<file path="config.mk">
export PLATFORM = sky130hd
export DESIGN_NAME = blink_rate_ctrl_flat
export DESIGN_NICKNAME = d
export VERILOG_FILES = /design/src/rtl/blink_pkg.sv /design/src/rtl/blink_rate_ctrl_if.sv /design/src/rtl/blink_rate_ctrl_key_debounce.sv /design/src/rtl/blink_rate_ctrl.sv /design/src/flat_wrapper.sv
export SDC_FILE = /design/constraint.sdc
export NUM_CORES = 1
export LEC_CHECK = 0
export ABC_AREA = 0
export CAP_MARGIN = 15
export CORE_ASPECT_RATIO = 1.5
export CORE_MARGIN = 2
export CORE_UTILIZATION = 50
export CTS_CLUSTER_DIAMETER = 100
export DETAILED_ROUTE_END_ITERATION = 8
export PLACE_DENSITY = 0.67
export SYNTH_ARGS = -nofsm -noshare
export SYNTH_HDL_FRONTEND = slang
export SYNTH_HIERARCHICAL = 1
export SYNTH_SLANG_ARGS = --single-unit
</file>
<file path="constraint.sdc">
create_clock -name CLOCK_50 -period 2.75 [get_ports CLOCK_50]
set_clock_uncertainty 0.05 [all_clocks]
set_input_delay 0.4125 -clock CLOCK_50 [delete_from_list [all_inputs] [get_ports CLOCK_50]]
set_output_delay 0.4125 -clock CLOCK_50 [all_outputs]
set_load 0.03 [all_outputs]
</file>
<file path="src/rtl/blink_pkg.sv">
// rtl/blink_pkg.sv - shared types and default constants for the blink rate controller
package blink_pkg;

    localparam int MODE_W = 2;

    localparam int DEBOUNCE_CYC_DEF = 500000;
    localparam int HALF_P0_DEF      = 25000000;
    localparam int HALF_P1_DEF      = 12500000;
    localparam int HALF_P2_DEF      = 6250000;
    localparam int HALF_P3_DEF      = 5000;
    localparam int CNT_W_DEF        = 26;
    localparam int DEB_W_DEF        = 20;

    typedef logic [MODE_W-1:0] mode_t;

    typedef enum logic [1:0] {
        IDLE       = 2'd0,
        PRESS_WAIT = 2'd1,
        HELD       = 2'd2,
        REL_WAIT   = 2'd3
    } db_state_t;

endpackage

</file>
<file path="src/rtl/blink_rate_ctrl_if.sv">
// rtl/blink_rate_ctrl_if.sv - button input and rate/tick outputs of the blink rate controller
interface blink_rate_ctrl_if;
    import blink_pkg::*;

    logic  key_n;
    logic  press;
    mode_t mode;
    logic  tick;

    modport master (
        output key_n,
        input  press,
        input  mode,
        input  tick
    );

    modport slave (
        input  key_n,
        output press,
        output mode,
        output tick
    );
endinterface

</file>
<file path="src/rtl/blink_rate_ctrl_key_debounce.sv">
// rtl/blink_rate_ctrl_key_debounce.sv - button synchronizer and debounce FSM producing press pulses
module key_debounce
    import blink_pkg::*;
#(
    parameter int DEBOUNCE_CYC = DEBOUNCE_CYC_DEF,
    parameter int DEB_W        = DEB_W_DEF
) (
    input  logic clk,
    input  logic reset,
    input  logic key_n,
    output logic press,
    output logic press_set
);

    localparam logic [DEB_W-1:0] DCNT_LAST = DEB_W'(DEBOUNCE_CYC - 1);

    logic             sync1;
    logic             key_s;
    db_state_t        state_q;
    db_state_t        state_d;
    logic [DEB_W-1:0] dcnt_q;
    logic [DEB_W-1:0] dcnt_d;
    logic             press_q;
    logic             press_d;

    // Flops reset to 1 so a button held through reset is seen as a fresh press afterwards.
    always_ff @(posedge clk) begin
        if (reset) begin
            sync1 <= 1'b1;
            key_s <= 1'b1;
        end else begin
            sync1 <= key_n;
            key_s <= sync1;
        end
    end

    always_ff @(posedge clk) begin
        if (reset) begin
            state_q <= IDLE;
            dcnt_q  <= '0;
            press_q <= 1'b0;
        end else begin
            state_q <= state_d;
            dcnt_q  <= dcnt_d;
            press_q <= press_d;
        end
    end

    always_comb begin
        state_d = state_q;
        dcnt_d  = dcnt_q;
        press_d = 1'b0;
        case (state_q)
            IDLE: begin
                if (!key_s) begin
                    state_d = PRESS_WAIT;
                    dcnt_d  = '0;
                end
            end
            PRESS_WAIT: begin
                if (key_s) begin
                    state_d = IDLE;
                end else if (dcnt_q == DCNT_LAST) begin
                    state_d = HELD;
                    press_d = 1'b1;
                end else begin
                    dcnt_d = dcnt_q + 1'b1;
                end
            end
            HELD: begin
                if (key_s) begin
                    state_d = REL_WAIT;
                    dcnt_d  = '0;
                end
            end
            REL_WAIT: begin
                // A bounce during release returns to HELD without producing a second press.
                if (!key_s) begin
                    state_d = HELD;
                end else if (dcnt_q == DCNT_LAST) begin
                    state_d = IDLE;
                end else begin
                    dcnt_d = dcnt_q + 1'b1;
                end
            end
            default: begin
                state_d = IDLE;
                dcnt_d  = '0;
            end
        endcase
    end

    assign press     = press_q;
    assign press_set = press_d;

endmodule

</file>
<file path="src/rtl/blink_rate_ctrl.sv">
// rtl/blink_rate_ctrl.sv - debounced rate-mode stepping and per-mode tick generator
module blink_rate_ctrl
    import blink_pkg::*;
#(
    parameter int DEBOUNCE_CYC = DEBOUNCE_CYC_DEF,
    parameter int HALF_P0      = HALF_P0_DEF,
    parameter int HALF_P1      = HALF_P1_DEF,
    parameter int HALF_P2      = HALF_P2_DEF,
    parameter int HALF_P3      = HALF_P3_DEF,
    parameter int CNT_W        = CNT_W_DEF,
    parameter int DEB_W        = DEB_W_DEF
) (
    input  logic               CLOCK_50,
    input  logic               reset,
    blink_rate_ctrl_if.slave   bus
);

    localparam logic [CNT_W-1:0] P0_LAST = CNT_W'(HALF_P0 - 1);
    localparam logic [CNT_W-1:0] P1_LAST = CNT_W'(HALF_P1 - 1);
    localparam logic [CNT_W-1:0] P2_LAST = CNT_W'(HALF_P2 - 1);
    localparam logic [CNT_W-1:0] P3_LAST = CNT_W'(HALF_P3 - 1);

    logic             press;
    logic             press_set;
    mode_t            mode_q;
    logic [CNT_W-1:0] pcnt_q;
    logic [CNT_W-1:0] period_last;
    logic             tick_q;

    key_debounce #(
        .DEBOUNCE_CYC (DEBOUNCE_CYC),
        .DEB_W        (DEB_W)
    ) u_debounce (
        .clk       (CLOCK_50),
        .reset     (reset),
        .key_n     (bus.key_n),
        .press     (press),
        .press_set (press_set)
    );

    always_comb begin
        period_last = P0_LAST;
        case (mode_q)
            2'd0:    period_last = P0_LAST;
            2'd1:    period_last = P1_LAST;
            2'd2:    period_last = P2_LAST;
            2'd3:    period_last = P3_LAST;
            default: period_last = P0_LAST;
        endcase
    end

    // press_set is the debounce FSM's accept decision, so mode steps on the same edge press rises.
    // A mode change restarts the phase and suppresses the tick for that edge.
    always_ff @(posedge CLOCK_50) begin
        if (reset) begin
            mode_q <= '0;
            pcnt_q <= '0;
            tick_q <= 1'b0;
        end else if (press_set) begin
            mode_q <= mode_t'(mode_q + 1'b1);
            pcnt_q <= '0;
            tick_q <= 1'b0;
        end else if (pcnt_q == period_last) begin
            pcnt_q <= '0;
            tick_q <= 1'b1;
        end else begin
            pcnt_q <= pcnt_q + 1'b1;
            tick_q <= 1'b0;
        end
    end

    assign bus.press = press;
    assign bus.mode  = mode_q;
    assign bus.tick  = tick_q;

endmodule

</file>
<file path="src/flat_wrapper.sv">
// flat-port wrapper written by rule: the top's interface ports become plain ports
module blink_rate_ctrl_flat import blink_pkg::*;
#(
    parameter int DEBOUNCE_CYC = DEBOUNCE_CYC_DEF,
    parameter int HALF_P0      = HALF_P0_DEF,
    parameter int HALF_P1      = HALF_P1_DEF,
    parameter int HALF_P2      = HALF_P2_DEF,
    parameter int HALF_P3      = HALF_P3_DEF,
    parameter int CNT_W        = CNT_W_DEF,
    parameter int DEB_W        = DEB_W_DEF
)
  (CLOCK_50, reset, bus_key_n, bus_press, bus_mode, bus_tick);
  blink_rate_ctrl_if bus_i ();
  input  logic CLOCK_50;
  input  logic reset;
  input wire logic [$bits(bus_i.key_n)-1:0] bus_key_n;
  output wire logic [$bits(bus_i.press)-1:0] bus_press;
  output wire logic [$bits(bus_i.mode)-1:0] bus_mode;
  output wire logic [$bits(bus_i.tick)-1:0] bus_tick;
  assign bus_i.key_n = bus_key_n;
  assign bus_press = bus_i.press;
  assign bus_mode = bus_i.mode;
  assign bus_tick = bus_i.tick;
  blink_rate_ctrl #(.DEBOUNCE_CYC(DEBOUNCE_CYC), .HALF_P0(HALF_P0), .HALF_P1(HALF_P1), .HALF_P2(HALF_P2), .HALF_P3(HALF_P3), .CNT_W(CNT_W), .DEB_W(DEB_W)) u_core (.CLOCK_50(CLOCK_50), .reset(reset), .bus(bus_i));
endmodule
</file>
==> out/results.ini <==
[route]
wl_mm=5.67
first_iter_violations=127
drc=0
met1_length_mm=2.22
firstDrtPassIters=4
route.met2.wl_mm=3.20
drt.antenna.violating_nets=0
vias=2166
via_per_inst=5.73
wl_met3_um=126
highest_layer=met4
wl_per_cell_um=15.0

[sta]
maxSlewHeadroom_pct=49.5
grt_setup_unrepaired=no
tns_ps=0
setup_viol=0
layout_worst_path_cycle_share_pct=84.8
drv_slew=0
setup_ws_ps=419
worst_pin_slew_ps=753
final_hold_viol_count=0
fmax_mhz=429
holdWs_ps=375
fin_crit_ps=2330

[synthesis]
syn_area_um2=2660
ys_ff_latch=54
yosys_warnings=6
ys_seq_area_share_pct=40.7
async_reset_ff_share_pct=0
synth_edf_count=0
syn-mean-instance-area_um2=8.80
synthFlopType=dfxtp_1
synthesis.nets=311
synthCells=302
ys_types=43

[critical_path]
crit_path_start_kind=flip-flop
cp-startpoint=u_core/u_debounce/dcnt_q[1]$_SDFFE_PP0P_
ff2ff_setup_slack_ps=420
max_stage_delay_ps=400
cp_max_fo=19
endpoint=u_core/pcnt_q[11]$_SDFF_PP0_
cp_cell_sequence=ha_1, and4_1, nand2_1, nand4b_1, nor3_1, or2_2, buf_4, nor3_1
r2r_cells=8
timing.rr.end=u_core/pcnt_q[11]$_SDFF_PP0_
r2r_start=u_core/u_debounce/dcnt_q[1]$_SDFFE_PP0P_
end_kind=flip-flop
critPathRequiredTime_ps=2900
slowest_stage=dfxtp_1
cp_data_arrival_time_ps=2480
cpMostUsedCell=nor3_1
crit_type=flip-flop to flip-flop

[floorplan]
fp.dieW_um=63.5
pin_count=7
initial_core_util_pct=51.8
die_area_um2=5920
die_y_um=93.3
core_area_um2=5120
rows=32

[worst_hold_path]
whs_path_depth=1
hp-class=flip-flop to flip-flop

[run]
maxCapViolCount=0

[clock_network]
cts_made_buffers=5
ctsHoldBuffers=0
cts_tree=yes
insertion_delay_ps=300
post_cts_buffers=0
cts-root-buf=clkbuf_8
cts.reportedPaths.clkPinSlew_ps=90
cts_htree_levels=2
cts.repair.resized=0
cts_buffer_depth=2
cts.sinks=54

[finish]
final_cell_count_no_fill=378
area_growth_pct=9.09
drive_above_1_share_pct=7.74
layout_common_cells=54 x dfxtp_1, 27 x nor2_1, 27 x nor3_1, 26 x xor2_1, 23 x nand2_1
fillers=518
final_nets=319
final_common_cell=dfxtp_1
diodes=0

[global_route]
grt.overflow.total=0
grt_max_degree=20
grt_pass1_vias=2253
antenna_found_initial=0
grt_first_pass_wirelength_mm=10.0
grt_util_all_layers_pct=21.4

[placement]
pre_cts_slack_ps=438
hpwl_mm=4.25
dp.cells=371
portBuffers=6
place_congestion=0.881

[pwr]
power.density_nw_per_um2=470
power_uw=1360
power_leakage_uw=0.00102
vdd_drop_max_mv=0.284

[outcome]
status=complete, no violations

area by class of cell:
| cell class | count | area [µm²] | area share [%] |
|---|---|---|---|
| Multi-Input combinational cell | 231 | 1490 | 51.3 |
| Sequential cell | 54 | 1080 | 37.3 |
| Timing Repair Buffer | 13 | 113 | 3.89 |
| Tap cell | 68 | 85.1 | 2.94 |
| Clock buffer | 6 | 82.6 | 2.85 |
| Clock inverter | 1 | 30.0 | 1.04 |
| Inverter | 5 | 18.8 | 0.648 |
power breakdown:
| group | internal, µW | switching, µW |
|---|---|---|
| Combinational | 12.3 | 21.8 |
| Sequential | 787 | 3.92 |
| Clock | 291 | 246 |
metal layers:
layer / vias up / global-route usage, %
li1: 1094 / -
met5: - / 0
met2: 28 / 39.7
met3: 8 / 4.21
met4: 0 / 10.5
met1: 1036 / 22.7
metrics by stage:
step	area (µm²)	util, %
finish	2900	56.5
global route	2900	56.5
CTS	2900	56.5
detailed placement	2790	54.3
global placement	2790	54.3
floorplan	2660	-
worst max-delay path, delay by kind of cell (launching register included):
kind | cells | cell delay [ps]
buf+inv | 1 | 220
simple gates | 6 | 1300
fa+ha+maj | 1 | 250
flops | 1 | 400
how the worst min path moves through the flow:
stage / start / endpoint / slack, ps
3_3_place_gp: u_core/u_debounce/sync1$_SDFF_PP1_ / u_core/u_debounce/key_s$_SDFF_PP1_ / 350
3_5_place_dp: u_core/u_debounce/sync1$_SDFF_PP1_ / u_core/u_debounce/key_s$_SDFF_PP1_ / 350
6_report: u_core/u_debounce/sync1$_SDFF_PP1_ / u_core/u_debounce/key_s$_SDFF_PP1_ / 370
2_1_floorplan: u_core/u_debounce/sync1$_SDFF_PP1_ / u_core/u_debounce/key_s$_SDFF_PP1_ / 340
4_1_cts: u_core/u_debounce/sync1$_SDFF_PP1_ / u_core/u_debounce/key_s$_SDFF_PP1_ / 380
5_1_grt: u_core/u_debounce/sync1$_SDFF_PP1_ / u_core/u_debounce/key_s$_SDFF_PP1_ / 390
sequential cells by signal (all words and copies together), names as in the netlist, named ones only:
register	count
u_core/u_debounce/press	1
u_core/bus.tick	1
u_core/u_debounce/dcnt_q	20
u_core/pcnt_q	26
u_core/bus.mode	2
u_core/u_debounce/state_q	1
u_core/u_debounce/key_s	1
u_core/u_debounce/sync1	1
cells by family (layout without fill, tap and decap cells):
kind of cell	count (synthesis)	count (layout)	synth area share, %
DFF	54	54	40.7
and+or+nand+nor	159	159	33.7
buffers and inverters	17	25	3.30
adders and majority gates	6	6	2.83
AOI/OAI and AO/OA	26	26	6.26
muxes	1	1	0.377
xor gates and xnor gates	39	39	12.9
cells in the mapped netlist (all sizes together) (7+ instances only):
cell type,instances,area (µm²)
a21oi,7,35.0
and3,12,75.1
buf,7,50.1
dfxtp,54,1080
nand2,23,86.3
nand3,18,90.1
nand4,16,113
nor2,27,101
nor3,29,168
or4,7,52.6
xnor2,13,114
xor2,26,228
No activity file was read; power rests on OpenSTA's default activity.
